<file path="src/rtl/csr_seq_pkg.sv">
// Shared types and helpers for the CSR access sequencer.
// Latency: n/a (types, constants and a pure combinational function).
// Backpressure: n/a.
package csr_seq_pkg;

  typedef enum logic [1:0] {
    CSR_OP_READ = 2'd0,
    CSR_OP_RW   = 2'd1,
    CSR_OP_RS   = 2'd2,
    CSR_OP_RC   = 2'd3
  } csr_op_t;

  typedef enum logic [1:0] {
    ST_IDLE  = 2'd0,
    ST_READ  = 2'd1,
    ST_WRITE = 2'd2,
    ST_RSP   = 2'd3
  } csr_seq_state_t;

  // The RMW helper works on the widest supported CSR word; callers with a
  // narrower DATA_BITS extend the operands and truncate the result.
  localparam int CSR_MAX_DATA_BITS = 64;
  typedef logic [CSR_MAX_DATA_BITS-1:0] csr_word_t;

  // Width of a requester index; a single requester still gets one bit.
  function automatic int csr_idx_w(input int n);
    return (n > 1) ? $clog2(n) : 1;
  endfunction

  // Value to write back for an op, given the old CSR value and the operand.
  function automatic csr_word_t csr_rmw(input csr_op_t op, input csr_word_t old,
                                        input csr_word_t data);
    csr_word_t res;
    case (op)
      CSR_OP_RW: res = data;
      CSR_OP_RS: res = old | data;
      CSR_OP_RC: res = old & ~data;
      default:   res = old;
    endcase
    return res;
  endfunction

endpackage

</file>
<file path="src/rtl/rr_arbiter.sv">
// Round-robin arbiter: one-hot grant to the first valid requester at or after rr_ptr.
// Latency: purely combinational.
// Backpressure: enable=0 forces a zero grant; the caller owns the pointer update.
module rr_arbiter
  import csr_seq_pkg::*;
#(
  parameter int NUM_REQS = 2,
  parameter int IDX_BITS = csr_idx_w(NUM_REQS)
) (
  input  logic [NUM_REQS-1:0] valid,
  input  logic [IDX_BITS-1:0] rr_ptr,
  input  logic                enable,
  output logic [NUM_REQS-1:0] grant,
  output logic [IDX_BITS-1:0] grant_idx
);

  // Scan requesters starting at rr_ptr, wrapping, and pick the first valid one.
  always_comb begin
    int   j;
    logic found;
    grant     = '0;
    grant_idx = '0;
    found     = 1'b0;
    j         = 0;
    if (enable) begin
      for (int i = 0; i < NUM_REQS; i++) begin
        j = int'(rr_ptr) + i;
        if (j >= NUM_REQS) j = j - NUM_REQS;
        if (!found && valid[j]) begin
          found     = 1'b1;
          grant[j]  = 1'b1;
          grant_idx = IDX_BITS'(j);
        end
      end
    end
  end

endmodule

</file>
<file path="src/rtl/csr_access_seq.sv">
// CSR access sequencer: round-robin arbitration, atomic read-modify-write, old value returned.
// Latency: accept to rsp_valid 2 cycles (no write) or 3 (write); one op in flight.
// Backpressure: rsp held stable until rsp_ready; no new grant until the response fires.
// Build option CSR_SEQ_OVERLAP_EN: arbitrate during the response-fire cycle, skipping IDLE.
module csr_access_seq
  import csr_seq_pkg::*;
#(
  parameter int NUM_REQS  = 2,
  parameter int ADDR_BITS = 12,
  parameter int WID_BITS  = 2,
  parameter int UUID_BITS = 44,
  parameter int DATA_BITS = 32,
  localparam int IDX_BITS = csr_idx_w(NUM_REQS)
) (
  input  logic                          clk,
  input  logic                          reset,
  input  logic [NUM_REQS-1:0]           req_valid,
  output logic [NUM_REQS-1:0]           req_ready,
  input  logic [NUM_REQS*2-1:0]         req_op,
  input  logic [NUM_REQS*ADDR_BITS-1:0] req_addr,
  input  logic [NUM_REQS*WID_BITS-1:0]  req_wid,
  input  logic [NUM_REQS*UUID_BITS-1:0] req_uuid,
  input  logic [NUM_REQS*DATA_BITS-1:0] req_data,
  output logic                          rsp_valid,
  input  logic                          rsp_ready,
  output logic [IDX_BITS-1:0]           rsp_idx,
  output logic [UUID_BITS-1:0]          rsp_uuid,
  output logic [DATA_BITS-1:0]          rsp_data,
  output logic                          read_enable,
  output logic [ADDR_BITS-1:0]          read_addr,
  output logic [WID_BITS-1:0]           read_wid,
  output logic [UUID_BITS-1:0]          read_uuid,
  input  logic [DATA_BITS-1:0]          read_data,
  output logic                          write_enable,
  output logic [ADDR_BITS-1:0]          write_addr,
  output logic [WID_BITS-1:0]           write_wid,
  output logic [UUID_BITS-1:0]          write_uuid,
  output logic [DATA_BITS-1:0]          write_data,
  output logic                          busy
);

  csr_seq_state_t        state, state_nxt;
  logic [IDX_BITS-1:0]   rr_ptr;
  logic [IDX_BITS-1:0]   grant_idx;
  logic [NUM_REQS-1:0]   grant;
  logic                  arb_en;
  logic                  grant_any;
  logic                  need_write;

  csr_op_t               cap_op;
  logic [ADDR_BITS-1:0]  cap_addr;
  logic [WID_BITS-1:0]   cap_wid;
  logic [UUID_BITS-1:0]  cap_uuid;
  logic [DATA_BITS-1:0]  cap_data;
  logic [IDX_BITS-1:0]   cap_idx;
  logic [DATA_BITS-1:0]  cap_old;

  // Arbitration is held off during reset so req_ready reads zero there too.
`ifdef CSR_SEQ_OVERLAP_EN
  assign arb_en = !reset && ((state == ST_IDLE) || (state == ST_RSP && rsp_ready));
`else
  assign arb_en = !reset && (state == ST_IDLE);
`endif

  rr_arbiter #(
    .NUM_REQS (NUM_REQS),
    .IDX_BITS (IDX_BITS)
  ) u_arb (
    .valid     (req_valid),
    .rr_ptr    (rr_ptr),
    .enable    (arb_en),
    .grant     (grant),
    .grant_idx (grant_idx)
  );

  assign grant_any = |grant;

  // A zero RS/RC mask leaves the CSR untouched, so the write cycle is skipped.
  assign need_write = (cap_op == CSR_OP_RW) ||
                      (((cap_op == CSR_OP_RS) || (cap_op == CSR_OP_RC)) && (cap_data != '0));

  // State register.
  always_ff @(posedge clk) begin
    if (reset) state <= ST_IDLE;
    else       state <= state_nxt;
  end

  // Next-state logic.
  always_comb begin
    state_nxt = state;
    case (state)
      ST_IDLE:  if (grant_any) state_nxt = ST_READ;
      ST_READ:  state_nxt = need_write ? ST_WRITE : ST_RSP;
      ST_WRITE: state_nxt = ST_RSP;
      ST_RSP: begin
`ifdef CSR_SEQ_OVERLAP_EN
        if (rsp_ready) state_nxt = grant_any ? ST_READ : ST_IDLE;
`else
        if (rsp_ready) state_nxt = ST_IDLE;
`endif
      end
      default:  state_nxt = ST_IDLE;
    endcase
  end

  // Capture the granted request, advance the pointer, latch the old CSR value.
  always_ff @(posedge clk) begin
    if (reset) begin
      rr_ptr   <= '0;
      cap_op   <= CSR_OP_READ;
      cap_addr <= '0;
      cap_wid  <= '0;
      cap_uuid <= '0;
      cap_data <= '0;
      cap_idx  <= '0;
      cap_old  <= '0;
    end else begin
      if (grant_any) begin
        cap_op   <= csr_op_t'(req_op[int'(grant_idx)*2 +: 2]);
        cap_addr <= req_addr[int'(grant_idx)*ADDR_BITS +: ADDR_BITS];
        cap_wid  <= req_wid[int'(grant_idx)*WID_BITS +: WID_BITS];
        cap_uuid <= req_uuid[int'(grant_idx)*UUID_BITS +: UUID_BITS];
        cap_data <= req_data[int'(grant_idx)*DATA_BITS +: DATA_BITS];
        cap_idx  <= grant_idx;
        if (int'(grant_idx) == NUM_REQS-1) rr_ptr <= '0;
        else                               rr_ptr <= grant_idx + 1'b1;
      end
      if (state == ST_READ) cap_old <= read_data;
    end
  end

  // Strobes and handshakes decoded from state; address fields come from the capture.
  always_comb begin
    req_ready    = '0;
    read_enable  = 1'b0;
    write_enable = 1'b0;
    rsp_valid    = 1'b0;
    busy         = 1'b0;
    if (!reset) begin
      req_ready    = grant;
      read_enable  = (state == ST_READ);
      write_enable = (state == ST_WRITE);
      rsp_valid    = (state == ST_RSP);
      busy         = (state != ST_IDLE);
    end
    read_addr  = cap_addr;
    read_wid   = cap_wid;
    read_uuid  = cap_uuid;
    write_addr = cap_addr;
    write_wid  = cap_wid;
    write_uuid = cap_uuid;
    write_data = DATA_BITS'(csr_rmw(cap_op, csr_word_t'(cap_old), csr_word_t'(cap_data)));
    rsp_idx    = cap_idx;
    rsp_uuid   = cap_uuid;
    rsp_data   = cap_old;
  end

endmodule

</file>
<file path="config.mk">
export PLATFORM = sky130hd
export DESIGN_NAME = csr_access_seq
export DESIGN_NICKNAME = d
export VERILOG_FILES = /design/src/rtl/csr_seq_pkg.sv /design/src/rtl/rr_arbiter.sv /design/src/rtl/csr_access_seq.sv
export SDC_FILE = /design/constraint.sdc
export NUM_CORES = 1
export LEC_CHECK = 0
export BUFFER_PORTS_ARGS = -buffer_cell sky130_fd_sc_hd__buf_2
export CORE_AREA = 2 2 173 175
export CTS_CLUSTER_SIZE = 10
export DETAILED_ROUTE_END_ITERATION = 16
export DIE_AREA = 0 0 175 177
export PLACE_DENSITY_LB_ADDON = 0.25
export SETUP_SLACK_MARGIN = 0.3
export SYNTH_ARGS = -nofsm -noshare
export SYNTH_HDL_FRONTEND = slang
export SYNTH_SLANG_ARGS = --single-unit
</file>
<file path="constraint.sdc">
create_clock -name clk -period 1.92 [get_ports clk]
set_input_delay 0.096 -clock clk [delete_from_list [all_inputs] [get_ports clk]]
set_output_delay 0.096 -clock clk [all_outputs]
set_load 0.02 [all_outputs]
</file>
==> results of run 1 <==
## cells by family after synthesis
kind of cell | count (synthesis) | synth area share
flops | 128 | 0.377
buf+inv | 171 | 0.165
simple gates | 275 | 0.164
xor+xnor | 5 | 0.00645
mux | 33 | 0.0487
compound gates | 209 | 0.229
fa+ha+maj | 5 | 0.00921
## routing by layer
layer  track usage  share of wire  wire, um  vias up
met4        0.0719          0.025       926        0
li1              -              -         -     4089
met5             0              0         0        -
met3        0.0318          0.050      1840       67
met2         0.350           0.49     17800      394
met1         0.272           0.44     15900     4364
## registers in the layout, summed over array words and instances (netlist names), 2 cells and up
register   cells
read_uuid     44
cap_data      32
rsp_data      32
read_addr     12
cap_op         2
read_wid       2
state          2
## path summary, 6_finish.rpt
check                                   from        endpoint  slack, ns
worst max-delay path               cap_op[1]  write_data[21]       0.09
worst min-delay path            req_data[38]     cap_data[6]       0.02
worst min register to register   read_wid[0]     read_wid[0]       0.47
worst max register to register      state[0]    read_uuid[6]       0.10
## layout make-up
type	count	area, um2
clock buffer	18	429
tap	390	488
clock inverter	14	131
multi-input combinational	527	4150
inverter	4	27.5
timing repair buffer	790	6620
sequential	128	2580
fill	2676	14800
## critical path: stages (launching register included)
cell	delay, ns
dfxtp_4	0.38
nand2b_4	0.18
buf_12	0.15
buf_12	0.14
a21oi_1	0.09
a211oi_2	0.20
buf_4	0.18
## cells in the mapped netlist
master and count:
a211oi_1 28, a21oi_1 85, a22oi_1 46, a311oi_1 25, a311oi_2 22, and2_1 1, and4b_1 1, buf_1 3
buf_2 28, buf_4 111, buf_6 4, clkbuf_1 21, dfxtp_1 128, ha_1 5, inv_1 2, inv_2 2
mux2i_1 33, nand2_1 139, nand2b_1 2, nand3_1 2, nand4_1 2, nor2_1 110, nor2b_1 4, nor2b_4 1
nor3_1 2, nor4_1 6, nor4b_1 1, nor4b_2 1, o21ai_0 1, o21ai_2 1, o21bai_1 1, or2_2 1
or3_1 2, xnor2_1 5
## what timing repair did
| action | in CTS | in global routing |
|---|---|---|
| gates cloned | 21 | 15 |
| setup endpoints to repair | 130 | 152 |
| pin swaps | 58 | 122 |
| resized for setup | 173 | 189 |
| hold buffers | 214 | 0 |
| buffers inserted | 33 | 25 |
| endpoints found under the hold margin | 126 | 0 |
## report_power, final
group	internal (mW)	switching, mW	leakage [nW]	total (mW)
combinational	4.20	4.48	5.07	8.68
clock	1.80	1.44	0.264	3.24
sequential	3.24	0.728	1.05	3.96
## metrics by stage
stage	setup WS, ns	cells	total power [mW]
floorplan	0.308	826	7.61
global placement	0.0476	1531	9.17
detailed placement	0.00266	1531	9.21
CTS	0.142	1831	14.4
global route	0.0312	1871	16.6
finish	0.0882	1871	15.9
==> results.toml, run 1 <==
[synth]
syn_avg_cell_area_um2 = 8.22
synth_fp_nets = 1052
synth-seq-cells = 128
ys_seq_area_frac = 0.377
synthCells = 826
synth.distinct_cells = 34
netlist_area_mm2 = 0.00679
netlist.area_leader.share = 0.377
ys_top_cells_by_area = "dfxtp_1, buf_4, nand2_1, a21oi_1, nor2_1"
yosysTopAreaCell = "dfxtp_1"
yosys_warnings = 0

[cells_and_area]
areaGrowthSynthToFinish_pct = 112
post-route-util = 0.493
final_cell_area_mm2 = 0.0144
drive_above_1_share = 0.561
num_antenna_cells = 0
nNetsFinal = 1694
final_cell_mix = "buf_2, dlygate4sd3_1, nand2_1, dfxtp_1, nor2_1"
final_common_cell = "buf_2"

[route]
antenna_left = 0
vias = 8914
post_drt_wl_per_cell_um = 19.5
drc_errors = 0
drt-total-wl_um = 36500
dr.pass1.iters = 4
vias_per_cell = 4.76
first_iter_violations = 450

[setup_path]
r2r_cells = 11
cp_max_fo = 7
start_kind = "flop"
worstSetupPathType = "flop to primary output"
cp.arrival_ns = 1.74
endpoint_kind = "primary output"
crit_required_ns = 1.82

[sta]
hold_violations = 0
period_minus_slack_ns = 1.83
setup_viol = 0
fmax_mhz = 546
finalClockSkew_ns = 0.0131
whs_ns = 0.0223
relSlewSlack = 0.733
period_share = 0.954
fin_tns_setup_ns = 0
worst_pin_slew_ns = 0.400
rsz0062_at_grt = "yes"
slew_viol_final = 0

[global_routing]
grt_max_degree = 55
grt_usage = 0.208
grt_pass1_wl_um = 49200
grt_overflow_total = 0
grt_pass1_vias = 8347
antenna_found_initial = 0

[clock_network]
clock_tree.buffer_depth = 2
cts.clk_slew.worst_paths_ns = 0.07
worst_skew_pair.late_latency_ns = 0.42
htreeDepth = 4
cts_buffers = 17
cts_root_buf = "clkbuf_16"
cts_tree = "built"
cts.sinks = 128

[placement]
finalWeightedCongestion = 0.811
post_dp_cell_area_mm2 = 0.00886
hpwl_um = 20300
port_buffers = 451

[floorplan]
die_w_um = 175
dieArea_mm2 = 0.0310
rows = 63
dieHeight_um = 177
core_mm2 = 0.0292
initial_core_util = 0.232
ioPinCount = 452

[power]
vdd_drop_max_mv = 0.626
p_leak_nw = 6.39
power.density_mw_per_mm2 = 1100

[worst_hold_path]
min_path_type = "input pin to flop"
whs_path_depth = 3

[status]
status = "finished, final reports clean"

[flow_run]
maxCapViolCount = 0
Note: power is estimated with default switching activity, not from simulation.
==> run 2: changes to the inputs <==
CTS_CLUSTER_SIZE = 14   (was 10)
clock period = 2.1 ns   (was 1.92 ns; I/O delays follow)
==> results.toml, run 2 (synthesis gave the netlist of run 1 again) <==
[sta]
whs_ns = 0.0193
period_minus_slack_ns = 1.76
relSlewSlack = 0.533
slew_viol_final = 0
layout_setup_ws_ns = 0.345
fin_tns_setup_ns = 0
period_share = 0.836
fmax_mhz = 570
hold_violations = 0
worst_pin_slew_ns = 0.701
rsz0062_at_grt = "yes"
setup_viol = 0
finalClockSkew_ns = 0.0172

[clock_network]
cts_root_buf = "clkbuf_16"
cts.clk_slew.worst_paths_ns = 0.06
cts.sinks = 128
cts_tree = "built"
worst_skew_pair.late_latency_ns = 0.42
htreeDepth = 4
cts_buffers = 17
clock_tree.buffer_depth = 2

[cells_and_area]
multi_input_area_mm2 = 0.00325
drive_above_1_share = 0.414
final_cell_mix = "buf_2, dlygate4sd3_1, nand2_1, dfxtp_1, nor2_1"
fillers = 2927
final_cell_area_mm2 = 0.0118
largest_register_ffs = 44
num_antenna_cells = 0
nNetsFinal = 1601
seqCellArea_mm2 = 0.00257
final_common_cell = "buf_2"
areaGrowthSynthToFinish_pct = 74.3

[setup_path]
crit_path_cell_trace = "or2_4 > clkbuf_16 > nor2_1 > a211oi_1 > buf_4"
cp_max_fo = 11
crit_required_ns = 2.00
cp.arrival_ns = 1.65
path_buf_inv = 2
worstSetupPathType = "flop to primary output"
rrSetupSlack_ns = 0.38
cpMaxStageDelayCell = "dfxtp_4"
critical_path.max_stage_delay_ns = 0.39
cpLargestDelayFamily = "flip-flops"
endpoint_kind = "primary output"
start_kind = "flop"

[placement]
finalWeightedCongestion = 0.837
hpwl_um = 19900
dp_slack_ns = 0.134
post_dp_cell_area_mm2 = 0.00870
port_buffers = 451

[route]
drc_errors = 0
dr.pass1.iters = 5
antenna_left = 0
vias_per_cell = 4.60
first_iter_violations = 338
drt-total-wl_um = 31500
vias = 8172
post_drt_wl_per_cell_um = 17.7

[floorplan]
die_w_um = 175
core_mm2 = 0.0292
initial_core_util = 0.232
rows = 63
dieHeight_um = 177
dieArea_mm2 = 0.0310
ioPinCount = 452

[global_routing]
grt_overflow_total = 0
grt_pass1_wl_um = 44500
grt_usage = 0.187
grt_pass1_vias = 7794
grt_max_degree = 132
antenna_found_initial = 0

[power]
power_mw = 12.2
p_leak_nw = 5.43
vdd_drop_max_mv = 0.431
power.density_mw_per_mm2 = 1040

[status]
status = "finished, final reports clean"

[flow_run]
maxCapViolCount = 0

[worst_hold_path]
min_path_type = "input pin to flop"
==> run 2: cell types whose count changed in the layout (fill, tap and decap cells not counted), moves of 20 or more <==
cell	delta
buf_16	-20
a22oi_2	-45
nor2_1	+38
nor2_2	-23
buf_4	-38
a22oi_1	+45
buf_12	-21
buf_2	+27
==> run 2: layer usage <==
layer | share of wire | GRT usage | vias up
met1 | 0.43 | 0.234 | 3924
met2 | 0.49 | 0.314 | 312
met4 | 0.022 | 0.0597 | 0
met5 | 0 | 0 | -
li1 | - | - | 3885
met3 | 0.054 | 0.0457 | 51
==> run 2: final timing paths <==
path                      from        endpoint  depth (start not counted)
setup / recovery     cap_op[0]  write_data[20]                          5
setup reg to reg      state[0]   read_uuid[11]                          8
hold / removal     req_addr[5]    read_addr[5]                          3
hold reg to reg   read_addr[9]    read_addr[9]                          2
==> run 2: area by class of cell <==
class / count / area share
repair buffers: 697 / 0.415
multi-input cells: 527 / 0.275
flip-flops and latches: 128 / 0.217
well taps: 390 / 0.0412
clock buffers: 22 / 0.0401
clock inverters: 10 / 0.00931
inverters: 4 / 0.00212
==> run 2: tightest hold or removal path, delay by kind of cell <==
kind,cells,cell delay (ns)
buffers and inverters,1,0.07
AO/OA/AOI/OAI,2,0.21
==> run 2: stage by stage <==
step,std cells,utilization
2_1_floorplan,826,-
3_3_place_gp,1519,0.297
3_5_place_dp,1519,0.297
4_1_cts,1769,0.397
5_1_grt,1778,0.405
6_report,1778,0.405
==> run 2: report_power, final <==
group	leakage (nW)	switching, mW	internal [mW]
combinational	4.10	3.27	2.41
clock	0.278	1.18	1.84
sequential	1.05	0.601	2.95
total	5.43	5.06	7.19
==> run 2: timing repair <==
| action | CTS | global route |
|---|---|---|
| setup endpoints to repair | 122 | 68 |
| resized for setup | 30 | 28 |
| pin swaps | 3 | 6 |
| hold buffers | 206 | 0 |
| buffers inserted | 8 | 7 |
| gates cloned | 4 | 2 |
| endpoints found under the hold margin | 125 | 0 |
==> run 3: changes to the inputs <==
ABC_AREA = 1   (was unset)
CORE_AREA = 2 2 177 179   (was 2 2 173 175)
DIE_AREA = 0 0 179 181   (was 0 0 175 177)
clock period = 1.6 ns   (was 2.1 ns; I/O delays follow)
==> results.toml, run 3 <==
[synth]
async_reset_ff_frac = 0
synthAdderAreaFrac = 0.00936
yosysTopAreaCell = "dfxtp_1"
ys.flop_type = "dfxtp_1"
syn_avg_cell_area_um2 = 6.98
synth.distinct_cells = 24
synthTopCellsByCount = "nand2_1, dfxtp_1, nor2_1"
ys_top_cells_by_area = "dfxtp_1, nand2_1, buf_4, nor2_1, a21oi_1"
yosys_warnings = 0
ys_seq_area_frac = 0.383
synthMostInstantiatedCell = "nand2_1"
synthSimpleGateAreaFrac = 0.225
synth-seq-cells = 128
synth-compound-area-share = 0.208
synthCells = 957
synth_edf_count = 0
netlist.area_leader.share = 0.383
synth_top_family_by_area = "simple AND/OR/NAND/NOR gates"
synth_fp_nets = 1183
netlist_area_mm2 = 0.00668
synthXorXnorAreaFrac = 0
muxShareOfSynthArea = 0

[clock_network]
worst_skew_pair.late_latency_ns = 0.42
clock_tree.buffer_depth = 2
cts.sinks = 128
cts_tree = "built"
htreeDepth = 4
cts.clk_slew.worst_paths_ns = 0.06
cts_root_buf = "clkbuf_16"
cts_buffers = 17

[placement]
dp_cells = 1672
post_dp_cell_area_mm2 = 0.00882
port_buffers = 451
finalWeightedCongestion = 0.892
dp_slack_ns = -0.0970
hpwl_um = 21400

[route]
drc_errors = 0
first_iter_violations = 449
vias = 8800
dr.pass1.iters = 5
antenna_left = 0
post_drt_wl_per_cell_um = 18.7
vias_per_cell = 4.56
drt-total-wl_um = 36000

[floorplan]
rows = 64
dieArea_mm2 = 0.0324
initial_core_util = 0.220
dieHeight_um = 181
ioPinCount = 452
die_w_um = 179
core_mm2 = 0.0303

[cells_and_area]
final_cells = 1929
nNetsFinal = 1746
num_antenna_cells = 0
multi_input_area_mm2 = 0.00327
largest_register_ffs = 44
final_cell_mix = "buf_2, nand2_1, dlygate4sd3_1, dfxtp_1, nor2_1"
final_common_cell = "buf_2"
fillers = 3073
final_cell_area_mm2 = 0.0128
drive_above_1_share = 0.442
seqCellArea_mm2 = 0.00257
post-route-util = 0.422
areaGrowthSynthToFinish_pct = 91.8

[sta]
period_share = 1.09
whs_ns = 0.00390
layout_setup_ws_ns = -0.145
period_minus_slack_ns = 1.75
finalClockSkew_ns = 0.0131
slew_viol_final = 0
worst_pin_slew_ns = 0.723
fin_tns_setup_ns = -6.63
hold_violations = 0
setup_viol = 112
fmax_mhz = 573
relSlewSlack = 0.518
rsz0062_at_grt = "yes"

[global_routing]
grt_pass1_wl_um = 48600
antenna_found_initial = 0
grt_overflow_total = 0
grt_max_degree = 133
grt_usage = 0.199
grt_pass1_vias = 8314

[setup_path]
worstSetupPathType = "flop to flop"
cp.arrival_ns = 2.09
critical_path.startpoint = "state[0]"
endpoint = "read_uuid[12]"
cp_max_fo = 6
critical_path.max_stage_delay_ns = 0.32
endpoint_kind = "flop"
rrSetupSlack_ns = -0.15
start_kind = "flop"
r2r-start = "state[0]"
cpMaxStageDelayCell = "dfxtp_2"
crit_required_ns = 1.94
timing.rr.end = "read_uuid[12]"
r2r_cells = 13
crit_path_cell_trace = "inv_2 > ha_4 > inv_2 > nor2_4 > nand2_4 > inv_8 > buf_8 > buf_12 > buf_16 > nor2_2 > nor2_4 > o21ai_2 > a21oi_2"

[status]
violations = "setup timing"
status = "finished with violations"

[worst_hold_path]
min_path_type = "input pin to flop"
worstHoldStart = "req_data[34]"

[power]
vdd_drop_max_mv = 0.613
power_mw = 16.8
power.density_mw_per_mm2 = 1310
p_leak_nw = 6.00

[flow_run]
maxCapViolCount = 0
==> run 3: cell count changes after synthesis, moves of 8 or more <==
cell	delta
a22oi_1	-46
mux2i_1	-33
o21ai_1	+28
a311oi_1	-25
clkbuf_1	+14
o21ai_0	+58
a211oi_1	-26
nor2_1	+8
a31oi_1	+46
a32o_1	+24
inv_1	+16
a311oi_2	-22
nand2_1	+130
==> run 3: cell families after synthesis <==
kind of cell / count (synthesis)
DFF: 128
and+or+nand+nor: 394
buffers and inverters: 190
AOI/OAI and AO/OA: 240
adders and majority gates: 5
==> run 3: layout make-up <==
| cell class | count | share of cell area |
|---|---|---|
| clock buffers | 18 | 0.0343 |
| flip-flops and latches | 128 | 0.201 |
| well taps | 396 | 0.0387 |
| multi-input cells | 639 | 0.255 |
| inverters | 20 | 0.00869 |
| repair buffers | 714 | 0.449 |
| clock inverters | 14 | 0.0130 |
==> run 3: repair_timing <==
action,CTS,global route
pin swaps,13,30
hold endpoints to repair,121,0
gates resized for setup,129,98
setup endpoints to repair,166,166
hold buffers,166,0
gates cloned,16,16
setup buffers,15,12
==> run 3: routing by layer <==
layer	GRT usage	routed length (um)	vias up
li1	-	-	4214
met1	0.250	15100	4183
met2	0.341	17800	352
met3	0.0311	2120	51
met4	0.0728	942	0
met5	0	0	-
==> run 3: how the worst min path moves through the flow <==
stage,depth (start not counted),end
after global placement,3,rsp_data[27]
after CTS,3,cap_data[14]
after detailed placement,3,rsp_data[27]
final,3,cap_data[2]
after floorplan,2,rsp_data[27]
after global routing,3,cap_data[6]
==> run 3: worst max-delay path, delay by kind of cell (launching register included) <==
kind                     cells  cell delay, ns
AO/OA/AOI/OAI                2            0.21
flip-flops                   1            0.32
adder cells (fa/ha/maj)      1            0.14
buffers and inverters        6            0.56
AND/OR/NAND/NOR              4            0.41
==> run 3: where the power goes <==
group / switching [mW] / leakage [nW] / internal, mW / total [mW]
clock network: 1.77 / 0.295 / 2.40 / 4.17
registers: 0.592 / 1.05 / 3.77 / 4.36
logic: 4.52 / 4.65 / 3.75 / 8.27
